## config.mk

```make
export PLATFORM = sky130hd
export DESIGN_NAME = fft_stage_ctrl_flat
export DESIGN_NICKNAME = d
export VERILOG_FILES = /design/src/rtl/fft_stage_ctrl_if.sv /design/src/rtl/fft_stage_ctrl.sv /design/src/flat_wrapper.sv
export SDC_FILE = /design/constraint.sdc
export NUM_CORES = 1
export LEC_CHECK = 0
export BUFFER_PORTS_ARGS = -buffer_cell sky130_fd_sc_hd__buf_4
export CAP_MARGIN = 0
export CORE_MARGIN = 2
export CORE_UTILIZATION = 57
export DETAILED_ROUTE_END_ITERATION = 12
export GPL_TIMING_DRIVEN = 1
export MAX_ROUTING_LAYER = met4
export PLACE_DENSITY = 0.79
export SLEW_MARGIN = 10
export SYNTH_ARGS = -nofsm -noshare
export SYNTH_HDL_FRONTEND = slang
export SYNTH_SLANG_ARGS = --single-unit
```

## constraint.sdc

```tcl
create_clock -name clk -period 2.3 [get_ports clk]
set_input_delay 0.23 -clock clk [delete_from_list [all_inputs] [get_ports clk]]
set_output_delay 0.23 -clock clk [all_outputs]
set_load 0.01 [all_outputs]
```

## src/rtl/fft_stage_ctrl_if.sv

```systemverilog
// Sample handshake and status bundle between a sample source (master) and the
// FFT stage controller (slave).
interface fft_stage_ctrl_if #(
   parameter int AW = 6
);
   logic          in_valid;
   logic          flush;
   logic          in_ready;
   logic [1:0]    state;
   logic [AW-1:0] tw_addr;
   logic          out_valid;
   logic          frame_done;
   logic          busy;
   logic [7:0]    frame_cnt;

   modport master (
      output in_valid,
      output flush,
      input  in_ready,
      input  state,
      input  tw_addr,
      input  out_valid,
      input  frame_done,
      input  busy,
      input  frame_cnt
   );

   modport slave (
      input  in_valid,
      input  flush,
      output in_ready,
      output state,
      output tw_addr,
      output out_valid,
      output frame_done,
      output busy,
      output frame_cnt
   );
endinterface

```

## src/rtl/fft_stage_ctrl.sv

```systemverilog
// Radix-2 delay-line FFT stage controller: sequences FILL/BUTTERFLY/TWIDDLE
// modes per sample, counts frames and drains the delay line on request.
module fft_stage_ctrl #(
   parameter int HALF = 64,
   parameter int AW   = 6
) (
   input  logic            clk,
   input  logic            rst,
   fft_stage_ctrl_if.slave bus
);

   typedef enum logic [1:0] {
      MODE_FILL = 2'd0,
      MODE_BFLY = 2'd1,
      MODE_TWID = 2'd2
   } mode_e;

   // PH_END is the single cycle after the last drain step that parks state at FILL.
   typedef enum logic [1:0] {
      PH_RUN   = 2'd0,
      PH_DRAIN = 2'd1,
      PH_END   = 2'd2
   } phase_e;

   localparam logic [AW:0]   IDX_ZERO  = '0;
   localparam logic [AW:0]   IDX_ONE   = (AW+1)'(1);
   localparam logic [AW:0]   IDX_HALF  = (AW+1)'(HALF);
   localparam logic [AW:0]   IDX_LAST  = (AW+1)'(2*HALF-1);
   localparam logic [AW-1:0] STEP_ONE  = AW'(1);
   localparam logic [AW-1:0] STEP_LAST = AW'(HALF-1);

   logic [AW:0]   idx_q, idx_d;
   logic          primed_q, primed_d;
   logic          pending_q, pending_d;
   phase_e        phase_q, phase_d;
   logic [AW-1:0] dstep_q, dstep_d;

   mode_e         state_q, state_d;
   logic [AW-1:0] tw_q, tw_d;
   logic          out_valid_q, out_valid_d;
   logic          frame_done_q, frame_done_d;
   logic          busy_q, busy_d;
   logic [7:0]    frame_cnt_q, frame_cnt_d;
   logic          in_ready_q, in_ready_d;

   logic          accept;
   logic          wrap;

   always_comb begin
      accept       = bus.in_valid && in_ready_q;
      wrap         = accept && (idx_q == IDX_LAST);

      idx_d        = idx_q;
      primed_d     = primed_q;
      pending_d    = pending_q;
      phase_d      = phase_q;
      dstep_d      = dstep_q;
      state_d      = state_q;
      tw_d         = tw_q;
      out_valid_d  = 1'b0;
      frame_done_d = 1'b0;
      frame_cnt_d  = frame_cnt_q;
      in_ready_d   = in_ready_q;

      case (phase_q)
         PH_RUN, PH_END: begin
            if (phase_q == PH_END) begin
               state_d = MODE_FILL;
               tw_d    = '0;
               phase_d = PH_RUN;
            end

            if (accept) begin
               idx_d = wrap ? IDX_ZERO : (idx_q + IDX_ONE);
               if (idx_q >= IDX_HALF) begin
                  state_d     = MODE_BFLY;
                  tw_d        = '0;
                  out_valid_d = 1'b1;
               end else if (primed_q) begin
                  state_d     = MODE_TWID;
                  tw_d        = idx_q[AW-1:0];
                  out_valid_d = 1'b1;
               end else begin
                  state_d     = MODE_FILL;
                  tw_d        = '0;
                  out_valid_d = 1'b0;
               end
            end

            if (wrap) begin
               primed_d     = 1'b1;
               frame_done_d = 1'b1;
               if (frame_cnt_q != 8'hFF) begin
                  frame_cnt_d = frame_cnt_q + 8'd1;
               end
            end

            // Flush only means something once the delay line holds a full half-frame.
            if (bus.flush && primed_q) begin
               pending_d = 1'b1;
            end

            if (pending_d && (idx_d == IDX_ZERO)) begin
               phase_d    = PH_DRAIN;
               dstep_d    = '0;
               in_ready_d = 1'b0;
            end
         end

         PH_DRAIN: begin
            state_d     = MODE_TWID;
            tw_d        = dstep_q;
            out_valid_d = 1'b1;
            if (dstep_q == STEP_LAST) begin
               phase_d    = PH_END;
               in_ready_d = 1'b1;
               primed_d   = 1'b0;
               pending_d  = 1'b0;
            end else begin
               dstep_d = dstep_q + STEP_ONE;
            end
         end

         default: begin
            phase_d    = PH_RUN;
            in_ready_d = 1'b1;
         end
      endcase

      busy_d = (idx_d != IDX_ZERO) || primed_d || pending_d || (phase_d == PH_DRAIN);
   end

   always_ff @(posedge clk) begin
      if (rst) begin
         idx_q        <= '0;
         primed_q     <= 1'b0;
         pending_q    <= 1'b0;
         phase_q      <= PH_RUN;
         dstep_q      <= '0;
         state_q      <= MODE_FILL;
         tw_q         <= '0;
         out_valid_q  <= 1'b0;
         frame_done_q <= 1'b0;
         busy_q       <= 1'b0;
         frame_cnt_q  <= '0;
         in_ready_q   <= 1'b1;
      end else begin
         idx_q        <= idx_d;
         primed_q     <= primed_d;
         pending_q    <= pending_d;
         phase_q      <= phase_d;
         dstep_q      <= dstep_d;
         state_q      <= state_d;
         tw_q         <= tw_d;
         out_valid_q  <= out_valid_d;
         frame_done_q <= frame_done_d;
         busy_q       <= busy_d;
         frame_cnt_q  <= frame_cnt_d;
         in_ready_q   <= in_ready_d;
      end
   end

   assign bus.in_ready   = in_ready_q;
   assign bus.state      = state_q;
   assign bus.tw_addr    = tw_q;
   assign bus.out_valid  = out_valid_q;
   assign bus.frame_done = frame_done_q;
   assign bus.busy       = busy_q;
   assign bus.frame_cnt  = frame_cnt_q;

endmodule

```

## src/flat_wrapper.sv

```systemverilog
// flat-port wrapper written by rule: the top's interface ports become plain ports
module fft_stage_ctrl_flat 
#(
   parameter int HALF = 64,
   parameter int AW   = 6
)
  (clk, rst, bus_in_valid, bus_flush, bus_in_ready, bus_state, bus_tw_addr, bus_out_valid, bus_frame_done, bus_busy, bus_frame_cnt);
  fft_stage_ctrl_if #(.AW(AW)) bus_i ();
  input  logic clk;
  input  logic rst;
  input wire logic [$bits(bus_i.in_valid)-1:0] bus_in_valid;
  input wire logic [$bits(bus_i.flush)-1:0] bus_flush;
  output wire logic [$bits(bus_i.in_ready)-1:0] bus_in_ready;
  output wire logic [$bits(bus_i.state)-1:0] bus_state;
  output wire logic [$bits(bus_i.tw_addr)-1:0] bus_tw_addr;
  output wire logic [$bits(bus_i.out_valid)-1:0] bus_out_valid;
  output wire logic [$bits(bus_i.frame_done)-1:0] bus_frame_done;
  output wire logic [$bits(bus_i.busy)-1:0] bus_busy;
  output wire logic [$bits(bus_i.frame_cnt)-1:0] bus_frame_cnt;
  assign bus_i.in_valid = bus_in_valid;
  assign bus_i.flush = bus_flush;
  assign bus_in_ready = bus_i.in_ready;
  assign bus_state = bus_i.state;
  assign bus_tw_addr = bus_i.tw_addr;
  assign bus_out_valid = bus_i.out_valid;
  assign bus_frame_done = bus_i.frame_done;
  assign bus_busy = bus_i.busy;
  assign bus_frame_cnt = bus_i.frame_cnt;
  fft_stage_ctrl #(.HALF(HALF), .AW(AW)) u_core (.clk(clk), .rst(rst), .bus(bus_i));
endmodule
```

# --- Word-level counts from Yosys, hierarchy flattened ---
# Index checks and enable logic that the tools add are counted.
classes:
  magnitude_cmp: 1
  addsub: 3
  reduce_logical: 17
  eq_ne: 10
  bitwise: 1
  mux: 36
op_table:
  columns: ["operator", "n"]
  rows:
  - ["$mux W6", 6]
  - ["$mux W7", 4]
  - ["$pmux W6 S2", 2]
  - ["$mux W2", 7]
  - ["$mux W1", 11]
  - ["$add A8 B1 Y8 const B", 1]
  - ["$ne A8 B8 Y1 const B", 1]
  - ["$pmux W1 S2", 4]
  - ["$pmux W2 S2", 2]
  - ["$add A7 B1 Y7 const B", 1]
  - ["$eq A7 B7 Y1 const B", 1]
  - ["$ge A7 B7 Y1 const B", 1]
  - ["$logic_not A7 Y1", 1]
  - ["$reduce_bool A7 Y1", 1]
  - ["$add A6 B1 Y6 const B", 1]
  - ["$eq A6 B6 Y1 const B", 1]
  - ["$reduce_and A3 Y1", 2]
  - ["$eq A2 B1 Y1 const B", 2]
  - ["$logic_and A1 B1 Y1", 4]
  - ["$ne A2 B1 Y1 const B", 2]
  - ["$reduce_and A2 Y1", 2]
  - ["$reduce_or A2 Y1", 2]
  - ["$logic_or A1 B1 Y1", 3]
  - ["$ne A3 B1 Y1 const B", 1]
  - ["5 further kinds", 5]
word_totals:
  inputBits: 4
  output_inout_bits: 20
  ff_bits: 37
  wordCells: 80

# --- Longest topological paths before layout ---
# Gate-level depths: netlist of the first run.
depth:
  word_depth: 11
  ltp_mapped: 8
  mapped_depth_nobuf: 7

# --- Worst setup path before layout of the first run ---
# Ideal clock, no wire load.
synth_timing:
  path_type: "reg2reg"
  startpoint: "register u_core.idx_q[0]"
  endpoint: "register u_core.dstep_q[1]"
  t_required_ps: 2180
  setup_slack_ps: 257
  synth_period_minus_slack_ps: 2043
  n_path_buf: 1
  setup_time_ps: 120
  path_stages_with_launch: 9
  arrival_time_ps: 1923
  path_cell_list: "dfxtp_1 > buf_2 > inv_1 > ha_1 > nand3b_1 > o41ai_2 > o2111ai_1 > o21a_1 > mux2i_1"
synth_between:
  elab_chain_len: 9
  elab_cells_between_ends: 10
  classes_between: "add/sub (1); eq/ne (2); mux (3); reduce/logical (4)"
synth_lines:
  columns: ["item", "line", "rtl"]
  rows:
  - ["from (decl)", "fft_stage_ctrl.sv:32", "logic [AW:0] idx_q, idx_d;"]
  - ["from (signal assigned)", "fft_stage_ctrl.sv:148", "idx_q <= idx_d;"]
  - ["branches (longest 3 deep; another with $add A7 B1 Y7)", null, null]
  - ["$mux W7 (*)", "fft_stage_ctrl.sv:73", "if (accept) begin"]
  - ["$mux W7 (*)", "fft_stage_ctrl.sv:65", "case (phase_q)"]
  - ["$logic_not A7 Y1 (*)", "fft_stage_ctrl.sv:103", "if (pending_d && (idx_d == IDX_ZERO)) begin"]
  - ["$logic_and A1 B1 Y1 (*)", "fft_stage_ctrl.sv:103", null]
  - ["$ne A2 B1 Y1 (no source line) (*)", null, null]
  - ["$reduce_and A3 Y1 (no source line) (*)", null, null]
  - ["to (signal assigned)", "fft_stage_ctrl.sv:152", "dstep_q <= dstep_d;"]
  - ["to (decl)", "fft_stage_ctrl.sv:36", "logic [AW-1:0] dstep_q, dstep_d;"]
# Every way passes the cells marked *. The select of a mux whose other input is x is not followed.
# A chain may end at the register's enable or synchronous reset.

# --- Worst setup path in the final report of the first run ---
layout_timing:
  startpoint: "register u_core.idx_q[3]"
  endpoint: "register u_core.dstep_q[1]"
# Same word-level chain as after synthesis.

==> impl_metrics.csv, run 1 <==
group,metric,value,unit
yosys,synth_area_leader_cell,"dfxtp_1",
clock_tree,cts_buffer_depth,2,
grt,grt_pass1_vias,1647,
grt,grtUsageTotal,25.79,%
pwr,seqPwrFrac,60.1,%
sta,slew_violations,0,
layout,drive_gt1_share,17.19,%
yosys,synth_top_flop_cell,"dfxtp_1",
sta,grt_setup_unrepaired,"no",
placement,numPortBuffers,23,
grt,grt_first_pass_wirelength,7734,µm
detailed_routing,first_pass_iters,4,
pwr,ir_drop,348.9,µV
critical_path,r2r_cells,5,
yosys,syn_area,0.001936,mm²
yosys,synth_top_area_share,38.27,%
clock_tree,cts_tree,"done",
layout,multi_input_area,0.001094,mm²
layout,syn_to_final_growth,13.45,%
clock_tree,cts_buffers,5,
pwr,powerDensity,496.9,mW/mm²
sta,worst_hold_slack,225.4,ps
detailed_routing,via_count,1819,
clock_tree,cts-root-buf,"clkbuf_4",
floorplan,dieArea,0.003878,mm²
yosys,synth.most_common_cell,"dfxtp_1",
hold_path,holdPathStages,3,
detailed_routing,wl_per_cell,15.01,µm
critical_path,rrSetupSlack,210,ps
critical_path,max_stage_delay,720,ps
sta,finalSetupTns,0,ps
layout,seq_area,742.0,µm²
sta,maxSlewHeadroom,56.78,%
sta,setup_viol,0,
detailed_routing,ant_nets,0,
grt,overflow,0,
yosys,synth_warnings,0,
floorplan,core_area,0.003311,mm²
floorplan,pin_count,24,
detailed_routing,routed_wl,4532,µm
detailed_routing,via_per_inst,6.023,
critical_path,timing.rr.start,"u_core.idx_q[3]$_SDFF_PP0_",
layout,fin_cells,302,
layout,fin_nets,264,
layout,diodes,0,
placement,place_inst,295,
status,status,"complete, no violations",
critical_path,cp_max_fo,15,
clock_tree,cts.clk_slew.worst_paths,100,ps
critical_path,start_kind,"register",
sta,fmax,0.4776,GHz
yosys,async_flop_share,0,%
critical_path,worstPathArrival,2370,ps
yosys,syn_inst,234,
layout,fillers,298,
pwr,pwr-share-clk,32.1,%
clock_tree,worstSkewPairLatency,340,ps
grt,antenna_found_initial,0,
layout,final_util,66.33,%
sta,fin_crit,2094,ps
pwr,p_comb_share,7.8,%
sta,clock_skew,5.407,ps
sta,hold_viol,0,
yosys,synth_area_per_cell,8.272,µm²
critical_path,worstPathRequired,2580,ps
critical_path,critPathSlowestCell,"dfxtp_1",
yosys,synth.distinct_cells,53,
detailed_routing,drtIter0Drc,293,
floorplan,die_w,62.28,µm
clock_tree,post_cts_buffers,0,
detailed_routing,drc_errors,0,
yosys,synth_seq_area_share,38.27,%
job,maxCapViolCount,0,
placement,place.gp.congestion,0.8751,
floorplan,core.rowCount,21,
critical_path,r2r-end,"u_core.dstep_q[1]$_SDFFE_PP0P_",
sta,worst_slew_pin_slew,646.8,ps
hold_path,hp-class,"input pin to register",
pwr,swShare,24.11,%
layout,design_area,0.002196,mm²
hold_path,holdPathEnd,"u_core.pending_q$_SDFF_PP0_",
hold_path,min_from,"bus_flush",
yosys,synth_commonest_cells,"dfxtp_1, nor2_1, a21oi_1",
floorplan,start_util,58.47,%
clock_tree,cts.sinks,37,
placement,dpl.hpwl,3175,µm
placement,dpl_cell_area,0.002140,mm²
critical_path,path_class,"register to register",
yosys,synth_fp_nets,242,
yosys,ys_seq_elements,37,
pwr,p_int,828.1,µW
floorplan,die_h,62.28,µm
sta,period_share,91.04,%
clock_tree,htreeDepth,2,
yosys,synthTopCellsByArea,"dfxtp_1, nor2_1, xnor2_1",
critical_path,path_cells,"nand2_2 -> o311a_1 -> o2111ai_1 -> o21a_1 -> mux2i_1",
pwr,p_switching,263.0,µW
critical_path,critPathCaptureType,"register",
pwr,p_leak,0.7970,nW
yosys,synth-edff-count,0,
grt,grt_max_degree,36,
[cell families (layout without fill, tap and decap cells)]
family,count (synthesis),in the layout,synth area share (%)
buffers and inverters,20,42,5.236
AO/OA/AOI/OAI,54,54,18.55
multiplexers,1,1,0.5172
adder cells (fa/ha/maj),4,4,2.586
AND/OR/NAND/NOR,103,103,28.06
XOR/XNOR,15,15,6.788
flip-flops,37,37,38.27
[metal layers]
| metal | global-route usage (%) | up-vias | part of all wire, % |
|---|---|---|---|
| met3 | 4.529 | 13 | 5.9 |
| met1 | 33.72 | 845 | 46 |
| met2 | 38.18 | 74 | 45 |
| met4 | 13.89 | 0 | 2.5 |
| li1 | - | 887 | - |
| met5 | - | - | 0 |
[worst max-delay path, delay by kind of cell, from the launching register on]
kind / cells / cell delay, ps
compound gates: 3 / 930
flops: 1 / 720
mux: 1 / 200
simple gates: 1 / 190
[sequential cells by signal, indices dropped and copies added, names as in the netlist]
name                   cells
u_core.bus.state           2
u_core.bus.in_ready        1
u_core.primed_q            1
u_core.bus.out_valid       1
u_core.idx_q               7
u_core.phase_q             2
u_core.pending_q           1
u_core.bus.busy            1
u_core.bus.tw_addr         6
u_core.dstep_q             6
u_core.bus.frame_done      1
u_core.bus.frame_cnt       8
[metrics by stage]
stage / total power [mW] / setup WS, ps
2_1_floorplan: 0.7295 / 257.0
3_3_place_gp: 0.7521 / 209.4
3_5_place_dp: 0.7547 / 151.4
4_1_cts: 1.098 / 133.8
5_1_grt: 1.130 / 52.24
6_report: 1.091 / 206.0
[power groups by stage]
stage,registers [mW],clock network (mW),logic [mW]
floorplan,0.670,0,0.0595
global placement,0.670,0,0.0819
detailed placement,0.671,0,0.0842
CTS,0.656,0.358,0.0843
global route,0.658,0.379,0.0925
finish,0.656,0.350,0.0852
[placed cells by master (no fill, tap or decap), types with 3 or more instances in the layout]
master,count
nor4_1,9
nor3_1,8
inv_1,4
nor2_1,35
a21oi_1,21
nand2_1,16
ha_1,4
xnor2_1,13
dfxtp_1,36
clkbuf_4,5
nand4_1,4
o21ai_0,6
a32oi_1,3
buf_4,31
nand3_1,8
[cell type report]
type	count	area share [%]
Clock buffer	7	2.507
Inverter	4	0.6838
Multi-Input combinational cell	177	49.80
Sequential cell	37	33.79
Tap cell	46	2.621
Timing Repair Buffer	31	10.60
[worst max path at each step]
stage,end,depth (start not counted),from,slack (ps)
floorplan,u_core.dstep_q[1]$_SDFFE_PP0P_,8,u_core.idx_q[0]$_SDFF_PP0_,260
global placement,u_core.dstep_q[5]$_SDFFE_PP0P_,7,u_core.idx_q[1]$_SDFF_PP0_,210
detailed placement,u_core.dstep_q[2]$_SDFFE_PP0P_,7,u_core.idx_q[1]$_SDFF_PP0_,150
CTS,u_core.dstep_q[2]$_SDFFE_PP0P_,7,u_core.idx_q[1]$_SDFF_PP0_,130
global route,u_core.dstep_q[2]$_SDFFE_PP0P_,7,u_core.idx_q[1]$_SDFF_PP0_,50
finish,u_core.dstep_q[1]$_SDFFE_PP0P_,5,u_core.idx_q[3]$_SDFF_PP0_,210
[timing repair]
item / in CTS / in global routing
setup endpoints to repair: 0 / 5
resized for setup: 0 / 1
hold buffers: 0 / 0
Power figures use the tool's default switching activity.
==> run 2: changes to the inputs <==
Settings changed: PLACE_DENSITY 0.79 to 0.84.
==> impl_metrics.csv, run 2 (synthesis gave the netlist of run 1 again) <==
group,metric,value,unit
detailed_routing,drc_errors,0,
floorplan,core.rowCount,21,
layout,final_util,65.99,%
sta,finalSetupTns,0,ps
detailed_routing,routed_wl,4360,µm
clock_tree,cts_hold_buffers,0,
grt,grtUsageTotal,24.92,%
critical_path,max_stage_delay,450,ps
layout,layout_common_cells,"dfxtp_1, nor2_1, buf_4",
sta,setup_viol,0,
pwr,powerDensity,487.3,mW/mm²
grt,antenna_found_initial,0,
critical_path,timing.rr.start,"u_core.idx_q[1]$_SDFF_PP0_",
layout,fin_cells,302,
pwr,p_leak,0.7948,nW
critical_path,r2r-end,"u_core.dstep_q[3]$_SDFFE_PP0P_",
layout,syn_to_final_growth,12.86,%
critical_path,r2r_cells,7,
critical_path,critPathCaptureType,"register",
placement,numPortBuffers,23,
placement,dpl.hpwl,3150,µm
clock_tree,htreeDepth,2,
grt,grt_first_pass_wirelength,7465,µm
floorplan,start_util,58.47,%
grt,overflow,0,
layout,diodes,0,
layout,fin_nets,263,
critical_path,rrSetupSlack,230,ps
detailed_routing,ant_nets,0,
clock_tree,worstSkewPairLatency,330,ps
grt,grt_max_degree,36,
clock_tree,cts_buffer_depth,2,
pwr,p_total,1.065,mW
sta,period_share,90.07,%
sta,slew_violations,0,
critical_path,path_depth,7,
pwr,ir_drop,415.9,µV
sta,clock_skew,5.919,ps
layout,drive_gt1_share,17.19,%
placement,place_inst,294,
grt,grt_pass1_vias,1543,
status,status,"complete, no violations",
hold_path,holdPathStages,3,
floorplan,die_h,62.28,µm
job,maxCapViolCount,0,
critical_path,startpoint,"u_core.idx_q[1]$_SDFF_PP0_",
clock_tree,post_cts_buffers,0,
critical_path,start_kind,"register",
detailed_routing,via_count,1771,
sta,grt_setup_unrepaired,"no",
floorplan,dieArea,0.003878,mm²
sta,fin_crit,2072,ps
floorplan,pin_count,24,
critical_path,worstPathRequired,2530,ps
clock_tree,post_cts_resized,0,
hold_path,holdPathEnd,"u_core.pending_q$_SDFF_PP0_",
floorplan,core_area,0.003311,mm²
critical_path,worstPathArrival,2300,ps
clock_tree,cts_buffers,5,
clock_tree,cts.sinks,37,
clock_tree,cts-root-buf,"clkbuf_4",
critical_path,path_class,"register to register",
sta,worst_slack,228.3,ps
detailed_routing,via_per_inst,5.864,
floorplan,die_w,62.28,µm
sta,hold_viol,0,
placement,dp_worst_setup_slack,144.4,ps
placement,place.gp.congestion,0.9118,
critical_path,path_delay_family,"compound AO/OA/AOI/OAI gates",
sta,fmax,0.4827,GHz
critical_path,cp_max_fo,11,
sta,maxSlewHeadroom,65.37,%
critical_path,worst-path-buf-inv,1,
critical_path,path_cells,"inv_1 -> ha_1 -> nand3b_1 -> o41ai_2 -> o2111ai_1 -> o21bai_1 -> nor2_1",
hold_path,hp-class,"input pin to register",
layout,final_common_cell,"dfxtp_1",
detailed_routing,drtIter0Drc,169,
detailed_routing,first_pass_iters,4,
clock_tree,cts.clk_slew.worst_paths,110,ps
clock_tree,cts_tree,"done",
detailed_routing,wl_per_cell,14.44,µm
critical_path,critPathSlowestCell,"dfxtp_2",
sta,worst_slew_pin_slew,515.5,ps
hold_path,min_from,"bus_flush",
layout,largest_reg_flops,8,
[run 2: how the worst max path moves through the flow]
stage / to / slack (ps)
after floorplan: u_core.dstep_q[1]$_SDFFE_PP0P_ / 260
after global placement: u_core.dstep_q[3]$_SDFFE_PP0P_ / 220
after detailed placement: u_core.dstep_q[3]$_SDFFE_PP0P_ / 140
after CTS: u_core.dstep_q[3]$_SDFFE_PP0P_ / 130
after global routing: u_core.dstep_q[3]$_SDFFE_PP0P_ / 30
final: u_core.dstep_q[3]$_SDFFE_PP0P_ / 230
[run 2: stage by stage]
stage | area [µm²] | hold WS (ps)
after floorplan | 1936 | 436.9
after global placement | 2132 | 491.8
after detailed placement | 2132 | 492.2
after CTS | 2183 | 193.0
after global routing | 2185 | 202.0
final | 2185 | 201.5
[run 2: cell type report]
cell class	count	area, µm²
Sequential cell	37	742.0
Clock inverter	2	10.01
Clock buffer	6	41.29
Fill cell	308	1126
Inverter	4	15.01
Tap cell	46	57.56
Timing Repair Buffer	30	225.2
Multi-Input combinational cell	177	1094
[run 2: metal layers]
layer	GRT usage (%)	vias to the layer above	wire, µm
met5	-	-	0
met4	9.722	0	70
met3	5.978	6	300
met2	36.55	62	2007
met1	33.45	810	1981
li1	-	893	-
[run 2: report_power, final]
| part | leakage, nW | total (mW) | internal (mW) | switching, mW |
|---|---|---|---|---|
| Clock | 0.0320 | 0.324 | 0.117 | 0.208 |
| Combinational | 0.463 | 0.0834 | 0.0351 | 0.0484 |
| Sequential | 0.300 | 0.657 | 0.649 | 0.00791 |
[run 2: worst reg2reg max path, delay by kind of cell (launching register included)]
family / cells / cell delay (ps)
fa+ha+maj: 1 / 310
compound gates: 3 / 860
buf+inv: 1 / 70
flops: 1 / 450
simple gates: 2 / 280
